[config.mk]
export PLATFORM = sky130hd
export DESIGN_NAME = anton_neopixel_stream_seq
export DESIGN_NICKNAME = d
export VERILOG_FILES = /design/src/rtl/anton_neopixel_stream_seq_pkg.sv /design/src/rtl/anton_neopixel_stream_seq_reset_timer.sv /design/src/rtl/anton_neopixel_stream_seq.sv
export SDC_FILE = /design/constraint.sdc
export NUM_CORES = 1
export LEC_CHECK = 0
export ABC_CLOCK_PERIOD_IN_PS = 5100
export BUFFER_PORTS_ARGS = -buffer_cell sky130_fd_sc_hd__buf_4
export CAP_MARGIN = 10
export CORE_MARGIN = 3
export CORE_UTILIZATION = 59
export DETAILED_ROUTE_END_ITERATION = 7
export PLACE_DENSITY = 0.88
export SLEW_MARGIN = 30
export SYNTH_ARGS = -nofsm -noshare
export SYNTH_HDL_FRONTEND = slang
export SYNTH_HIERARCHICAL = 1
export SYNTH_SLANG_ARGS = --single-unit
export TNS_END_PERCENT = 1
[constraint.sdc]
create_clock -name clk7mhz -period 5.1 [get_ports clk7mhz]
set_input_delay 0.51 -clock clk7mhz [delete_from_list [all_inputs] [get_ports clk7mhz]]
set_output_delay 0.51 -clock clk7mhz [all_outputs]
set_load 0.1 [all_outputs]
[src/rtl/anton_neopixel_stream_seq_pkg.sv]
// Shared definitions for the NeoPixel frame sequencer.
//   state_e              : sequencer states, encoded as seen on the 2-bit state port
//   BITS_RGB / BITS_RGBW : bits per pixel for the two pixel formats
//   RESET_CYCLES_DEFAULT : 60us latch period at 7MHz
//   BUFFER_END_DEFAULT   : last byte index of the default pixel buffer
//   last_bit()           : index of the final bit of a pixel for the given format
package anton_neopixel_stream_seq_pkg;

  typedef enum logic [1:0] {
    ENUM_STATE_IDLE     = 2'd0,
    ENUM_STATE_TRANSMIT = 2'd1,
    ENUM_STATE_RESET    = 2'd2
  } state_e;

  localparam int BITS_RGB             = 24;
  localparam int BITS_RGBW            = 32;
  localparam int RESET_CYCLES_DEFAULT = 420;
  localparam int BUFFER_END_DEFAULT   = 255;

  function automatic logic [4:0] last_bit(input logic rgbw);
    return rgbw ? 5'(BITS_RGBW - 1) : 5'(BITS_RGB - 1);
  endfunction

endpackage

[src/rtl/anton_neopixel_stream_seq_reset_timer.sv]
// Latch-period timer for the NeoPixel sequencer.
//   clk7mhz : stream clock
//   rstn    : asynchronous active-low reset
//   load    : return the count to 0 (wins over count)
//   count   : advance one step per cycle, wrapping after the final count
//   done    : final count (RESET_CYCLES-1) reached while counting
module anton_neopixel_stream_seq_reset_timer #(
  parameter int RESET_CYCLES = 420
) (
  input  logic clk7mhz,
  input  logic rstn,
  input  logic load,
  input  logic count,
  output logic done
);

  localparam int CNT_W = $clog2(RESET_CYCLES);

  logic [CNT_W-1:0] cnt_q;

  assign done = count && (cnt_q == CNT_W'(RESET_CYCLES - 1));

  always_ff @(posedge clk7mhz or negedge rstn) begin
    if (!rstn) begin
      cnt_q <= '0;
    end else if (load) begin
      cnt_q <= '0;
    end else if (count) begin
      cnt_q <= done ? '0 : cnt_q + 1'b1;
    end
  end

endmodule

[src/rtl/anton_neopixel_stream_seq.sv]
// NeoPixel frame sequencer (IDLE -> TRANSMIT -> RESET) in the clk7mhz domain.
// Walks the pixel buffer bit by bit, MSB first, with PATTERN_STEPS sub-bit
// steps per bit, then holds the line low for RESET_CYCLES. Frame limit, pixel
// width and addressing mode are latched at frame start.
//   clk7mhz, rstn          : clock, asynchronous active-low reset
//   reg_ctrl_*             : control bits from the register file (init = soft clear)
//   reg_max                : software pixel limit (low BUFFER_BITS used)
//   state                  : 0 IDLE, 1 TRANSMIT, 2 RESET
//   pixel_index            : current buffer byte index
//   pixel_bit_index        : bit within the pixel, 0 = first sent
//   bit_pattern_index      : sub-bit step
//   stream_output/_reset   : TRANSMIT / RESET active
//   stream_pattern_of      : last sub-bit step of the bit
//   stream_bit_of          : last sub-bit of the last bit of the pixel
//   stream_pixel_of        : current pixel is the last of the frame
//   frame_done             : one-cycle pulse on the final latch-period cycle
//   frame_count            : completed frames, wrapping
module anton_neopixel_stream_seq
  import anton_neopixel_stream_seq_pkg::*;
#(
  parameter  int BUFFER_END     = BUFFER_END_DEFAULT,
  parameter  int PATTERN_STEPS  = 8,
  parameter  int RESET_CYCLES   = RESET_CYCLES_DEFAULT,
  parameter  int FRAME_CNT_BITS = 16,
  localparam int BUFFER_BITS    = $clog2(BUFFER_END + 1),
  localparam int PAT_W          = $clog2(PATTERN_STEPS)
) (
  input  logic                      clk7mhz,
  input  logic                      rstn,
  input  logic                      reg_ctrl_init,
  input  logic                      reg_ctrl_run,
  input  logic                      reg_ctrl_limit,
  input  logic                      reg_ctrl_32bit,
  input  logic                      reg_ctrl_rgbw,
  input  logic                      reg_ctrl_loop,
  input  logic [12:0]               reg_max,
  output logic [1:0]                state,
  output logic [BUFFER_BITS-1:0]    pixel_index,
  output logic [4:0]                pixel_bit_index,
  output logic [PAT_W-1:0]          bit_pattern_index,
  output logic                      stream_output,
  output logic                      stream_reset,
  output logic                      stream_pattern_of,
  output logic                      stream_bit_of,
  output logic                      stream_pixel_of,
  output logic                      frame_done,
  output logic [FRAME_CNT_BITS-1:0] frame_count
);

  localparam int IW = BUFFER_BITS + 1;

  state_e                    state_q, state_d;
  logic [PAT_W-1:0]          pat_q;
  logic [4:0]                bit_q;
  logic [BUFFER_BITS-1:0]    idx_q, max_q;
  logic                      rgbw_q, w32_q, rearm_q;
  logic [FRAME_CNT_BITS-1:0] fc_q;

  logic                   tx, rs, start, leave_tx, at_end, timer_done, unused_reg_max;
  logic [BUFFER_BITS-1:0] eq_idx;
  logic [IW-1:0]          next_idx;

  assign unused_reg_max = &{1'b0, reg_max};

  assign tx = (state_q == ENUM_STATE_TRANSMIT);
  assign rs = (state_q == ENUM_STATE_RESET);

  // In word mode a pixel covers bytes idx..idx+3, so its last byte is the
  // one compared against the limit.
  assign eq_idx   = w32_q ? (idx_q | BUFFER_BITS'(3)) : idx_q;
  assign next_idx = {1'b0, idx_q} + (w32_q ? IW'(4) : IW'(1));
  // The next pixel would fall outside the buffer: this one must be the last.
  assign at_end   = next_idx > IW'(BUFFER_END);

  assign stream_output     = tx;
  assign stream_reset      = rs;
  assign stream_pattern_of = tx && (pat_q == PAT_W'(PATTERN_STEPS - 1));
  assign stream_bit_of     = stream_pattern_of && (bit_q == last_bit(rgbw_q));
  assign stream_pixel_of   = tx && ((eq_idx == max_q) || at_end);

  // A pixel in flight is always completed; run=0 only ends the frame early.
  assign leave_tx = stream_bit_of && (stream_pixel_of || !reg_ctrl_run);
  assign start    = (state_d == ENUM_STATE_TRANSMIT) && !tx;

  assign state             = state_q;
  assign pixel_index       = idx_q;
  assign pixel_bit_index   = bit_q;
  assign bit_pattern_index = pat_q;
  assign frame_done        = timer_done;
  assign frame_count       = fc_q;

  anton_neopixel_stream_seq_reset_timer #(
    .RESET_CYCLES(RESET_CYCLES)
  ) u_reset_timer (
    .clk7mhz(clk7mhz),
    .rstn   (rstn),
    .load   (reg_ctrl_init || !rs),
    .count  (rs),
    .done   (timer_done)
  );

  always_comb begin
    state_d = state_q;
    case (state_q)
      ENUM_STATE_IDLE:     if (reg_ctrl_run && !rearm_q) state_d = ENUM_STATE_TRANSMIT;
      ENUM_STATE_TRANSMIT: if (leave_tx) state_d = ENUM_STATE_RESET;
      ENUM_STATE_RESET: begin
        if (timer_done) begin
          state_d = (reg_ctrl_run && reg_ctrl_loop) ? ENUM_STATE_TRANSMIT : ENUM_STATE_IDLE;
        end
      end
      default:             state_d = ENUM_STATE_IDLE;
    endcase
  end

  always_ff @(posedge clk7mhz or negedge rstn) begin
    if (!rstn) begin
      state_q <= ENUM_STATE_IDLE;
      pat_q   <= '0;
      bit_q   <= '0;
      idx_q   <= '0;
      max_q   <= '0;
      rgbw_q  <= 1'b0;
      w32_q   <= 1'b0;
      rearm_q <= 1'b0;
      fc_q    <= '0;
    end else if (reg_ctrl_init) begin
      state_q <= ENUM_STATE_IDLE;
      pat_q   <= '0;
      bit_q   <= '0;
      idx_q   <= '0;
      max_q   <= '0;
      rgbw_q  <= 1'b0;
      w32_q   <= 1'b0;
      rearm_q <= 1'b0;
      fc_q    <= '0;
    end else begin
      state_q <= state_d;

      if (start) begin
        max_q  <= reg_ctrl_limit ? reg_max[BUFFER_BITS-1:0] : BUFFER_BITS'(BUFFER_END);
        rgbw_q <= reg_ctrl_rgbw;
        w32_q  <= reg_ctrl_32bit;
      end

      if (leave_tx) begin
        pat_q <= '0;
        bit_q <= '0;
        idx_q <= '0;
      end else if (tx) begin
        pat_q <= stream_pattern_of ? '0 : pat_q + 1'b1;
        if (stream_pattern_of) bit_q <= stream_bit_of ? '0 : bit_q + 5'd1;
        if (stream_bit_of) idx_q <= next_idx[BUFFER_BITS-1:0];
      end

      // A non-looping frame that ends with run still high must see run
      // drop before another frame may start.
      if (!tx && !rs && !reg_ctrl_run) begin
        rearm_q <= 1'b0;
      end else if (timer_done && reg_ctrl_run && !reg_ctrl_loop) begin
        rearm_q <= 1'b1;
      end

      if (timer_done) fc_q <= fc_q + 1'b1;
    end
  end

endmodule

==> results of run 1 <==
==> synthesized netlist by cell type, types with 3 or more instances <==
cell      number  area, um^2
and3_1         3        18.8
buf_1          4        15.0
a21o_1         4        30.0
or3_1          8        50.1
a311oi_1       8        70.1
xor2_1        13         114
dfrtp_1       54        1350
mux2i_1        3        30.0
nor3_1         9        45.0
nand2_1       17        63.8
xnor2_1       13         114
nand3_1       10        50.1
a31o_2         3        26.3
inv_1         21        78.8
a22o_1         5        43.8
a21oi_1       17        85.1
buf_6          3        33.8
nand3b_1       3        22.5
nand2b_1       5        31.3
nor2_1        36         135
ha_1          13         163
o21ai_0       12        60.1
nand4_1        6        37.5
==> cells by family (layout without fill, tap and decap cells) <==
group / Yosys count / in the layout
multiplexers: 3 / 3
AND/OR/NAND/NOR: 118 / 118
buffers and inverters: 33 / 83
flip-flops: 54 / 54
XOR/XNOR: 26 / 26
adder cells (fa/ha/maj): 13 / 13
AO/OA/AOI/OAI: 67 / 67
==> path summary, 6_finish.rpt <==
kind | from | end | slack [ns] | depth (start not counted)
max | state[0]$_DFF_PN0_ | max_q[1]$_DFFE_PN0P_ | 1.80 | 9
min | rstn | u_reset_timer/cnt_q[8]$_DFFE_PN0P_ | 0.24 | 1
max reg2reg | state[0]$_DFF_PN0_ | max_q[1]$_DFFE_PN0P_ | 1.80 | 9
min reg2reg | bit_pattern_index[1]$_DFFE_PN0P_ | bit_pattern_index[1]$_DFFE_PN0P_ | 0.57 | 2
max in group asynchronous | rstn | frame_count[10]$_DFFE_PN0P_ | 4.42 | 1
min in group clk7mhz | reg_ctrl_32bit | w32_q$_DFFE_PN0P_ | 0.45 | 3
==> final cells by class <==
class,instances,area share (%)
well taps,67,2.33
inverters,21,2.20
multi-input cells,227,44.1
clock inverters,2,0.279
clock buffers,5,1.92
repair buffers,55,11.5
flip-flops and latches,54,37.6
==> placed cells by master (no fill, tap or decap), types with 12 or more instances in the layout <==
| cell type | count |
|---|---|
| buf_4 | 55 |
| dfrtp_1 | 54 |
| nor2_1 | 36 |
| inv_1 | 21 |
| nand2_1 | 17 |
| a21oi_1 | 17 |
| xnor2_1 | 13 |
| xor2_1 | 13 |
| ha_1 | 13 |
| o21ai_0 | 12 |
==> layer usage <==
layer  wire length (um)  GRT usage (%)
met1               2920           31.5
met2               3280           37.8
met3                359           5.16
met4                 91           7.52
met5                  0              0
==> sequential cells by signal, indices dropped and copies added (netlist names) <==
name / count
pixel_index: 8
u_reset_timer/cnt_q: 9
w32_q: 1
state: 2
max_q: 8
rgbw_q: 1
rearm_q: 1
bit_pattern_index: 3
frame_count: 16
pixel_bit_index: 5
==> where the power goes <==
group / internal, mW / total (mW) / switching [mW]
registers: 0.441 / 0.453 / 0.0119
clock network: 0.0926 / 0.229 / 0.137
logic: 0.0459 / 0.138 / 0.0917
total: 0.579 / 0.820 / 0.240
==> through the flow <==
step	area (um^2)	total power, mW
2_1_floorplan	3090	0.562
3_3_place_gp	3510	0.595
3_5_place_dp	3510	0.599
4_1_cts	3590	0.830
5_1_grt	3590	0.860
6_report	3590	0.820
==> critical path: stages, from the launching register on <==
cell and delay [ns]:
dfrtp_1 0.46, inv_1 0.14, ha_1 0.40, nand2_1 0.27
nor3_4 0.51, and3_1 0.25, o21ai_2 0.09, a221oi_4 0.72
nor2_1 0.08, a311oi_1 0.28
==> run summary, run 1 <==
Complex-gate fraction of the synthesized area -> 16.8%
Mapped Cells -> 314
Area Overhead vs Synth -> 16.5%
ANT nets after route -> 0
Synth Area in Simple Gates -> 20.7%
# hold bufs at CTS -> 0
# rows -> 25
Final hold vios -> 0
Clock Skews -> 0.00533 ns
Initial DRC Count -> 189
Largest net degree at the start of global routing -> 55
Critical path class -> flip-flop to flip-flop
Synth Flop Type -> dfrtp_1
P_leak -> 1.68 nW
Post-synth ARST share -> 100%
Layout cells sized above 1 -> 22.8%
Antenna diodes -> 0
DRC -> 0
Post-Synth XOR/XNOR Area -> 7.39%
Clock Path Buffers -> 2
Vias -> 2520
Area occupied by multi-input gates -> 1590 um^2
Initial core utilization -> 63.2%
Worst hold margin -> 0.239 ns
Slew HR -> 48.4%
Hold Path Class -> input port to asynchronous set/reset pin
CTS tree -> yes
Vias in the first global route -> 2444
Worst Max-Slew Pin Slew -> 0.775 ns
Final setup margin -> 1.80 ns
Post-route insts no fill -> 431
Die ar. -> 6130 um^2
Minimum clock period -> 3.30 ns
Max-cap violation count -> 0
Vias/cell -> 5.85
Gr usage total -> 23.4%
CORE AREA -> 4880 um^2
Number of CTS-inserted buffers -> 5
Root buffer cell -> clkbuf_8
Routed Wire Length -> 6.64 mm
Die W -> 78.3 um
Setup WS pre-CTS -> 1.86 ns
Largest family of logic cells by synthesized area -> simple AND/OR/NAND/NOR gates
Slew Viols, Final -> 0
Mean routed wirelength per cell -> 15.4 um
Required @ worst endpoint -> 5.31 ns
Congestion Overflow GR -> 0
Maximum fanout along the worst path -> 18
Fillers -> 395
Synthesized area per cell -> 9.82 um^2
Peak supply drop -> 184 uV
Crit path DAT -> 3.51 ns
Register bit total from synthesis -> 54
Number of synthesized flops with an enable pin -> 0
Fin util -> 73.6%
Post-Synth Adder-Cell Area -> 5.28%
Post-synthesis sequential area ratio -> 43.8%
FF+latch area -> 1350 um^2
Highest Clock Rate -> 303 MHz
DP HPWL -> 4.69 mm
CTS sink count -> 54
Power Density -> 228 nW/um^2
DRT Pass-1 Iters -> 6
Synth warnings -> 6
Setup violators final -> 0
Placed cells -> 424
Mux share of post-synthesis cell area -> 0.974%
Post-CTS Setup Inserts -> 0
Global-route wire length before repair -> 11.5 mm
Die Y -> 78.3 um
Nature of the critical path endpoint -> flip-flop
CTS resizes -> 0
Outcome -> finished clean
# IOs -> 61
CP Launch Type -> flip-flop
Port-buffer cells -> 55
Nets -> 398
Final Cycle Share -> 64.6%
Clk_lat worst skew -> 0.31 ns
Fin Setup TNS -> 0 ns
Synth Net Count -> 348
Initial antenna violation count -> 0
Synth unique cells -> 60
Syn Std Cell Area -> 3080 um^2
Placer Congestion -> 0.831
RSZ-0062 raised after global routing -> false
Clock Pin Slew Worst Setup and Hold Paths -> 0.09 ns
H-tree levels -> 2
No activity file was read; power rests on OpenSTA's default activity.
==> run 2: changes to the inputs <==
--- a/config.mk
+++ b/config.mk
@@ -5,13 +5,14 @@
 export SDC_FILE = /design/constraint.sdc
 export NUM_CORES = 1
 export LEC_CHECK = 0
-export ABC_CLOCK_PERIOD_IN_PS = 5100
+export ABC_AREA = 1
+export ABC_CLOCK_PERIOD_IN_PS = 3300
 export BUFFER_PORTS_ARGS = -buffer_cell sky130_fd_sc_hd__buf_4
 export CAP_MARGIN = 10
 export CORE_MARGIN = 3
-export CORE_UTILIZATION = 59
+export CORE_UTILIZATION = 55
 export DETAILED_ROUTE_END_ITERATION = 7
-export PLACE_DENSITY = 0.88
+export PLACE_DENSITY = 0.83
 export SLEW_MARGIN = 30
 export SYNTH_ARGS = -nofsm -noshare
 export SYNTH_HDL_FRONTEND = slang
==> constraint.sdc (replaced) <==
create_clock -name clk7mhz -period 3.3 [get_ports clk7mhz]
set_input_delay 0.33 -clock clk7mhz [delete_from_list [all_inputs] [get_ports clk7mhz]]
set_output_delay 0.33 -clock clk7mhz [all_outputs]
set_load 0.1 [all_outputs]
==> run 2 against run 1 <==
Effect of this change: synthesized cell count grew 27%; fmax grew 24%; largest cell class unchanged; clock skew grew 0.0017 ns; cell area grew 5.0%; highest routed layer unchanged; sequential power grew 54%.
==> run summary, run 2 <==
Outcome -> finished clean
Top-area cell type share of the netlist area -> 43.2% (-0.63 points)
Ranking of synthesized cells by area -> dfrtp_1 (43%), nand2_1 (10%), inv_1 (6.8%), nand3_1 (5.3%), ha_1 (5.2%)
H-tree levels -> 2 (unchanged)
Post-synth ARST share -> 100% (unchanged)
Crit path cell chain -> inv_1 > ha_4 > nand2_1 > nor2_1 > nand4_1 > clkinvlp_4 > nand3_2 > nor3_2 > nand2_1 > nor2_1 > nand2_1 > nor2_1 > a21oi_1 > nor3_1
CP Launch Type -> flip-flop
Area Overhead vs Synth -> 20.6%
Reg2reg end -> frame_count[14]$_DFFE_PN0P_
Most common cell after layout, fill and taps aside -> nand2_1
ANT nets after route -> 0 (unchanged)
Clk_lat worst skew -> 0.31 ns (about the same)
Number of synthesized flops with an enable pin -> 0 (unchanged)
Placed cells -> 517 (+22%)
Port-buffer cells -> 55 (unchanged)
Die Y -> 81.4 um (+4.0%)
Power Density -> 382 nW/um^2 (+67%)
DRC -> 0 (unchanged)
Nature of the critical path endpoint -> flip-flop
Maximum fanout along the worst path -> 9 (-9)
Post-Layout Inst Area -> 3770 um^2 (+5.0%)
Slew HR -> 53.8% (+5.5 points)
# rows -> 26 (+4.0%)
Clock Path Buffers -> 2 (unchanged)
Most frequent cells in the layout -> nand2_1 (87), buf_4 (56), inv_1 (55), dfrtp_1 (52), nor2_1 (38)
Nets -> 488 (+23%)
Initial DRC Count -> 154 (-19%)
Worst Max-Slew Pin Slew -> 0.693 ns (-0.0819 ns)
Synth Flop Type -> dfrtp_1
RSZ-0062 raised after global routing -> false
Root buffer cell -> clkbuf_8
Post-synthesis sequential area ratio -> 43.2% (-0.63 points)
Final hold vios -> 0 (unchanged)
Final Cycle Share -> 80.3% (+16 points)
DP Area -> 3630 um^2 (+3.3%)
Layout cells sized above 1 -> 21.1% (-1.7 points)
# hold bufs at CTS -> 0 (unchanged)
Initial antenna violation count -> 0 (unchanged)
Clock Pin Slew Worst Setup and Hold Paths -> 0.10 ns (about the same)
Placer Congestion -> 0.812 (-2.3%)
Minimum clock period -> 2.65 ns (-0.646 ns)
CTS sink count -> 54 (unchanged)
Fin util -> 71.1% (-2.5 points)
Vias -> 2790 (+11%)
DRT Pass-1 Iters -> 4 (-2)
Mean routed wirelength per cell -> 13.5 um (-12%)
Fillers -> 441 (+12%)
Gr usage total -> 23.2% (-0.20 points)
Post-route insts no fill -> 525 (+22%)
Number of CTS-inserted buffers -> 5 (unchanged)
Register bit total from synthesis -> 54 (unchanged)
Synth unique cells -> 39 (-35%)
Routed Wire Length -> 7.11 mm (+7.0%)
Peak supply drop -> 245 uV (+33%)
DP HPWL -> 5.19 mm (+11%)
Syn Std Cell Area -> 3130 um^2 (+1.5%)
Largest net degree at the start of global routing -> 55 (unchanged)
Mapped Cells -> 399 (+27%)
Setup violators final -> 0 (unchanged)
P_leak -> 1.86 nW (+11%)
R2r startpoint -> state[0]$_DFF_PN0_
Tot Pwr -> 1.44 mW (+76%)
Highest Clock Rate -> 377 MHz (+24%)
Required @ worst endpoint -> 3.53 ns (-1.78 ns)
Critical path class -> flip-flop to flip-flop
R2r worst-path depth -> 14 (+5)
Largest area contributor in the netlist -> dfrtp_1
Clock Skews -> 0.00707 ns (+0.00174 ns)
Slowest CP cell -> dfrtp_2
Slowest stage delay, CP -> 0.46 ns (-0.26 ns)
Hold Path Class -> input port to asynchronous set/reset pin
Antenna diodes -> 0 (unchanged)
Die W -> 81.4 um (+4.0%)
# IOs -> 61 (unchanged)
Max-cap violation count -> 0 (unchanged)
Fin Setup TNS -> 0 ns (unchanged)
Most frequent cells after synthesis -> nand2_1 (87), inv_1 (57), dfrtp_1 (54)
CTS resizes -> 0 (unchanged)
Crit path DAT -> 2.88 ns (-0.63 ns)
Global-route wire length before repair -> 12.1 mm (+5.3%)
Slew Viols, Final -> 0 (unchanged)
Synth Net Count -> 433 (+24%)
Congestion Overflow GR -> 0 (unchanged)
Vias in the first global route -> 2782 (+14%)
Max FFs per register -> 16 (unchanged)
Synthesized area per cell -> 7.84 um^2 (-20%)
Reg2reg setup slack -> 0.65 ns (-1.15 ns)
CORE AREA -> 5300 um^2 (+8.7%)
Vias/cell -> 5.31 (-9.1%)
Synth warnings -> 6 (unchanged)
Most common cell in the synthesized netlist -> nand2_1
Initial core utilization -> 59.0% (-4.2 points)
Post-CTS Setup Inserts -> 0 (unchanged)
Die ar. -> 6630 um^2 (+8.2%)
CTS tree -> yes
run 2: changes by cell type after synthesis, sizes merged, moves of 5 or more:
cell | before | now
a21oi | 18 | 23
a311oi | 8 | 0
inv | 21 | 59
nand2 | 17 | 98
nand2b | 5 | 0
nand3 | 10 | 35
nor2 | 36 | 45
or3 | 8 | 1
xnor2 | 13 | 7
xor2 | 13 | 2
run 2: cells by family (layout without fill, tap and decap cells):
group | count (synthesis) | count (layout) | share of synthesized area [%]
xor+xnor | 9 | 9 | 2.52
fa+ha+maj | 13 | 13 | 5.20
buf+inv | 67 | 123 | 8.48
compound gates | 59 | 59 | 11.2
flops | 54 | 54 | 43.2
simple gates | 197 | 197 | 29.4
run 2: worst max-delay path by stage:
| stage | startpoint | slack, ns | to |
|---|---|---|---|
| 2_1_floorplan | state[0]$_DFF_PN0_ | -0.02 | frame_count[14]$_DFFE_PN0P_ |
| 3_3_place_gp | state[0]$_DFF_PN0_ | 0.76 | w32_q$_DFFE_PN0P_ |
| 4_1_cts | state[0]$_DFF_PN0_ | 0.64 | frame_count[14]$_DFFE_PN0P_ |
| 5_1_grt | state[0]$_DFF_PN0_ | 0.26 | frame_count[14]$_DFFE_PN0P_ |
| 3_5_place_dp | state[0]$_DFF_PN0_ | 0.68 | frame_count[14]$_DFFE_PN0P_ |
| 6_report | state[0]$_DFF_PN0_ | 0.65 | frame_count[14]$_DFFE_PN0P_ |
run 2: critical path: cells and delay by family, from the launching register on:
| kind | cells | cell delay (ns) |
|---|---|---|
| buf+inv | 2 | 0.41 |
| flops | 1 | 0.46 |
| fa+ha+maj | 1 | 0.23 |
| simple gates | 10 | 1.38 |
| compound gates | 1 | 0.09 |
run 2: report_power, final:
part / total (mW) / internal (mW) / switching [mW]
clock: 0.543 / 0.324 / 0.220
combinational: 0.201 / 0.0645 / 0.137
sequential: 0.696 / 0.679 / 0.0162
run 2: metal layers:
layer  global-route usage (%)  routed length [um]  vias to the layer above
li1                         -                   -                     1397
met1                     28.8                3090                     1323
met2                     40.1                3620                       57
met3                     3.84                 279                       13
met4                     9.12                 122                        0
met5                        0                   0                        -
run 2: layout make-up:
cell class	count	area, um^2	area share [%]
multi-input combinational	278	1540	40.8
sequential	54	1350	35.9
timing repair buffer	56	420	11.1
inverter	59	229	6.07
tap	70	87.6	2.32
clock buffer	6	82.6	2.19
clock inverter	2	60.1	1.59
run 2: through the flow:
step           worst slack [ns]  hold WS (ns)
2_1_floorplan           -0.0178        0.0344
3_3_place_gp              0.764         0.421
3_5_place_dp              0.680         0.426
4_1_cts                   0.639        0.0774
5_1_grt                   0.255         0.100
6_report                  0.649        0.0446
